<file path="src/rtl/wb_stage_reg.sv">
// MEM/WB pipeline register for the multi-lane datapath: per-lane write-back slots,
// shared HI/LO write, stall/bubble/flush control and a saturating retire counter.
module wb_stage_reg #(
    parameter int LANES  = 2,
    parameter int ADDR_W = 5,
    parameter int DATA_W = 32,
    parameter int CNT_W  = 32
) (
    input  logic                      clk,
    input  logic                      rst,
    input  logic                      flush,
    input  logic                      stall_this,
    input  logic                      stall_next,
    input  logic [LANES-1:0]          mem_valid,
    input  logic [LANES*ADDR_W-1:0]   mem_wd,
    input  logic [LANES-1:0]          mem_wreg,
    input  logic [LANES*DATA_W-1:0]   mem_wdata,
    input  logic [DATA_W-1:0]         mem_hi,
    input  logic [DATA_W-1:0]         mem_lo,
    input  logic                      mem_whilo,
    output logic [LANES-1:0]          wb_valid,
    output logic [LANES*ADDR_W-1:0]   wb_wd,
    output logic [LANES-1:0]          wb_wreg,
    output logic [LANES*DATA_W-1:0]   wb_wdata,
    output logic [DATA_W-1:0]         wb_hi,
    output logic [DATA_W-1:0]         wb_lo,
    output logic                      wb_whilo,
    output logic [CNT_W-1:0]          retire_cnt
);

    localparam int POP_W = $clog2(LANES + 1);

    logic [LANES-1:0]        r_valid;
    logic [LANES*ADDR_W-1:0] r_wd;
    logic [LANES-1:0]        r_wreg;
    logic [LANES*DATA_W-1:0] r_wdata;
    logic [DATA_W-1:0]       r_hi;
    logic [DATA_W-1:0]       r_lo;
    logic                    r_whilo;
    logic [CNT_W-1:0]        r_cnt;

    logic [LANES*ADDR_W-1:0] w_wd;
    logic [LANES-1:0]        w_wreg;
    logic [LANES*DATA_W-1:0] w_wdata;
    logic [POP_W-1:0]        w_pop;
    logic [CNT_W:0]          w_sum;
    logic [CNT_W-1:0]        w_cnt_next;
    logic                    w_bubble;

    genvar gi;
    generate
        for (gi = 0; gi < LANES; gi++) begin : g_lane
            logic w_younger_hit;

            // A younger lane writing the same register makes this lane's write dead.
            always_comb begin
                w_younger_hit = 1'b0;
                for (int j = gi + 1; j < LANES; j++) begin
                    if (mem_valid[j] && mem_wreg[j] &&
                        (mem_wd[j*ADDR_W +: ADDR_W] == mem_wd[gi*ADDR_W +: ADDR_W]))
                        w_younger_hit = 1'b1;
                end
            end

            assign w_wd[gi*ADDR_W +: ADDR_W]    = mem_valid[gi] ? mem_wd[gi*ADDR_W +: ADDR_W] : '0;
            assign w_wdata[gi*DATA_W +: DATA_W] = mem_valid[gi] ? mem_wdata[gi*DATA_W +: DATA_W] : '0;
            assign w_wreg[gi] = mem_valid[gi] && mem_wreg[gi] &&
                                (mem_wd[gi*ADDR_W +: ADDR_W] != '0) && !w_younger_hit;
        end
    endgenerate

    always_comb begin
        w_pop = '0;
        for (int i = 0; i < LANES; i++)
            w_pop = w_pop + POP_W'(mem_valid[i]);
    end

    // One extra bit catches the carry so the counter pins at all-ones instead of wrapping.
    assign w_sum      = {1'b0, r_cnt} + (CNT_W+1)'(w_pop);
    assign w_cnt_next = w_sum[CNT_W] ? {CNT_W{1'b1}} : w_sum[CNT_W-1:0];
    assign w_bubble   = flush || (stall_this && !stall_next);

    always_ff @(posedge clk) begin
        if (rst || w_bubble) begin
            r_valid <= '0;
            r_wd    <= '0;
            r_wreg  <= '0;
            r_wdata <= '0;
            r_hi    <= '0;
            r_lo    <= '0;
            r_whilo <= 1'b0;
            if (rst)
                r_cnt <= '0;
        end else if (!stall_this) begin
            r_valid <= mem_valid;
            r_wd    <= w_wd;
            r_wreg  <= w_wreg;
            r_wdata <= w_wdata;
            r_hi    <= mem_hi;
            r_lo    <= mem_lo;
            r_whilo <= mem_whilo && (|mem_valid);
            r_cnt   <= w_cnt_next;
        end
    end

    assign wb_valid   = r_valid;
    assign wb_wd      = r_wd;
    assign wb_wreg    = r_wreg;
    assign wb_wdata   = r_wdata;
    assign wb_hi      = r_hi;
    assign wb_lo      = r_lo;
    assign wb_whilo   = r_whilo;
    assign retire_cnt = r_cnt;

endmodule

</file>
<file path="config.mk">
export PLATFORM = sky130hd
export DESIGN_NAME = wb_stage_reg
export DESIGN_NICKNAME = d
export VERILOG_FILES = /design/src/rtl/wb_stage_reg.sv
export SDC_FILE = /design/constraint.sdc
export NUM_CORES = 1
export LEC_CHECK = 0
export CAP_MARGIN = 0
export CORE_MARGIN = 1
export CORE_UTILIZATION = 45
export CTS_BUF_LIST = sky130_fd_sc_hd__clkbuf_8
export CTS_CLUSTER_SIZE = 20
export DETAILED_ROUTE_END_ITERATION = 8
export PLACE_DENSITY = 0.87
export SLEW_MARGIN = 20
export SYNTH_ARGS = -nofsm -noshare
export SYNTH_HDL_FRONTEND = slang
export SYNTH_SLANG_ARGS = --single-unit
</file>
<file path="constraint.sdc">
create_clock -name clk -period 7.9 [get_ports clk]
set_input_delay 1.58 -clock clk [delete_from_list [all_inputs] [get_ports clk]]
set_output_delay 1.58 -clock clk [all_outputs]
set_load 0.005 [all_outputs]
</file>
==> flow_summary.json <==
{
  "wl_per_cell_um": 17.3,
  "synth_cell_types": 41,
  "slowest_stage": "nor4_4",
  "cts_buffer_depth": 2,
  "coreArea_um2": 14600,
  "critPathRequiredTime_ps": 8200,
  "post-dp-hpwl_um": 14400,
  "layout-drive-gt1-share_pct": 5.37,
  "ant_nets": 0,
  "cap_violations": 0,
  "ir_drop_uv": 111,
  "tns_ps": 0,
  "die-area_um2": 15500,
  "synth_area_per_cell_um2": 10.3,
  "timing.slew.headroom_pct": 30.1,
  "power_leakage_nw": 3.86,
  "dieWidth_um": 124,
  "final_cell_count_no_fill": 1152,
  "critPathKind": "in -> reg",
  "cts_hold_repair.buffers": 0,
  "place_congestion": 0.871,
  "via_per_inst": 5.29,
  "max_freq_mhz": 227,
  "power_density_nw_per_um2": 176,
  "period_share_pct": 55.9,
  "num_antenna_cells": 0,
  "slew_violations": 0,
  "endpoint_kind": "register",
  "status": "complete, no violations",
  "cts.clk_slew.worst_paths_ps": 90,
  "antenna_found_initial": 0,
  "crit_path_start_kind": "input port",
  "cts-buffers-inserted": 17,
  "grt_max_degree": 78,
  "first_iter_violations": 316,
  "final_common_cell": "clkdlybuf4s50_1",
  "setup_violations": 0,
  "drc": 0,
  "grt_pass1_wl_um": 31200,
  "yosysTopAreaCell": "dfxtp_1",
  "cts.sinks": 175,
  "area_growth_pct": 55.4,
  "synth_seq_cells": 175,
  "synth_edf_count": 32,
  "multi_input_area_um2": 2710,
  "yosys_most_used_dff": "dfxtp_1",
  "root_buffer": "clkbuf_8",
  "dr.pass1.iters": 5,
  "insertion_delay_ps": 460,
  "post_cts_resized": 0,
  "ys_top_cells_by_area": "dfxtp_1 (42%), edfxtp_1 (14%), mux2i_1 (9.5%)",
  "cts_tree": "built",
  "fin_worst_hold_slack_ps": 467,
  "postSynth.asyncResetShare_pct": 0,
  "pin_count": 323,
  "wl_um": 19900,
  "period_needed_ps": 4410,
  "htree_levels": 4,
  "grt_overflow_total": 0,
  "yosys_warnings": 0,
  "fill_cells": 1078,
  "netlist_instances": 656,
  "cp.arrival_ps": 4720,
  "tightest_slew_ps": 1050,
  "rsz0062_at_grt": "false",
  "port_buffers": 322,
  "fin_nets": 1105,
  "vias": 6099,
  "synth_fp_nets": 806,
  "dp_cells": 1120,
  "critical_path.max_stage_delay_ps": 590,
  "grt_pass1_vias": 5990,
  "clock_skew_ps": 14.0,
  "ys_seq_area_share_pct": 56.7,
  "hold_path.class": "reg -> reg",
  "synth_top_area_share_pct": 42.4,
  "start_util_pct": 46.2,
  "path_max_fanout": 27,
  "regArea_um2": 3820,
  "post-cts-setup-buffers": 0,
  "grtUsageTotal_pct": 25.8,
  "row_count": 44,
  "die_h_um": 124,
  "cp_cell_sequence": "clkdlybuf4s50_1 -> inv_1 -> fa_1 -> inv_1 -> ha_1 -> and3_1 -> nand3_4 -> nor4_4 -> nand3_4 -> a21oi_1",
  "layout_common_cells": "clkdlybuf4s50_1 (321), nor2_1 (149), dfxtp_1 (143)",
  "hold_violations": 0,
  "synth.cell_area_um2": 6750
}
## cells by family after synthesis
logic type | after synthesis | synth area share [%]
muxes | 64 | 9.50
and+or+nand+nor | 206 | 13.7
buffers and inverters | 58 | 3.52
adders and majority gates | 2 | 0.482
AOI/OAI and AO/OA | 123 | 12.5
DFF | 175 | 56.7
xor gates and xnor gates | 28 | 3.64
## report_power, final
| part | internal [mW] | switching [mW] |
|---|---|---|
| sequential | 0.935 | 0.0225 |
| combinational | 0.144 | 0.0923 |
| clock | 0.316 | 0.335 |
## routing by layer
metal	routed length (um)	track usage [%]	vias to the layer above
li1	-	-	2901
met1	7660	28.8	2873
met2	9940	43.6	276
met3	1500	8.29	49
met4	799	13.4	0
met5	0	0	-
## worst max-delay path, delay by kind of cell
kind | cells | cell delay (ps)
AO/OA/AOI/OAI | 1 | 270
buffers and inverters | 3 | 800
adder cells (fa/ha/maj) | 2 | 580
AND/OR/NAND/NOR | 4 | 1470
## area by class of cell
class	count	share of cell area, %
sequential	175	36.5
tap	184	2.20
inverter	11	0.394
timing repair buffer	327	31.1
clock inverter	15	1.74
clock buffer	17	2.23
multi-input combinational	423	25.8
## cell usage after synthesis, drive strengths merged (2+ instances only)
| library cell | count |
|---|---|
| clkbuf | 34 |
| a211oi | 3 |
| nor2 | 151 |
| nand2 | 14 |
| o21ai | 2 |
| xnor2 | 16 |
| and4 | 2 |
| dfxtp | 143 |
| xor2 | 12 |
| mux2i | 64 |
| nand4 | 5 |
| a22oi | 74 |
| nor4 | 6 |
| or2 | 2 |
| edfxtp | 32 |
| a311oi | 3 |
| a31oi | 4 |
| o2111ai | 2 |
| buf | 13 |
| or4 | 3 |
| inv | 11 |
| and3 | 7 |
| nor3 | 5 |
| nand3 | 8 |
| a21oi | 34 |
## sequential cells by signal, indices dropped and copies added, names as in the netlist
| signal | count |
|---|---|
| wb_wdata | 64 |
| wb_wd | 10 |
| wb_lo | 32 |
| wb_hi | 32 |
| retire_cnt | 32 |
| wb_wreg | 2 |
| wb_whilo | 1 |
| wb_valid | 2 |
## worst paths after layout
check | slack [ps] | depth (start not counted) | endpoint | start
setup / recovery | 3490 | 10 | retire_cnt[0] | mem_valid[1]
hold / removal | 470 | 2 | wb_wreg[1] | wb_wreg[1]
setup reg to reg | 4950 | 9 | retire_cnt[0] | retire_cnt[0]
hold reg to reg | 470 | 2 | wb_wreg[1] | wb_wreg[1]
## metrics by stage
stage               cell area, um^2  utilization, %  worst slack (ps)  power [mW]
floorplan                      6750               -              3690        1.06
global placement              10100            69.0              3150        1.21
detailed placement            10100            69.0              3040        1.21
CTS                           10500            71.9              3550        1.86
global route                  10500            71.9              3350        1.92
finish                        10500            71.9              3490        1.84
No activity file was read; power rests on OpenSTA's default activity.
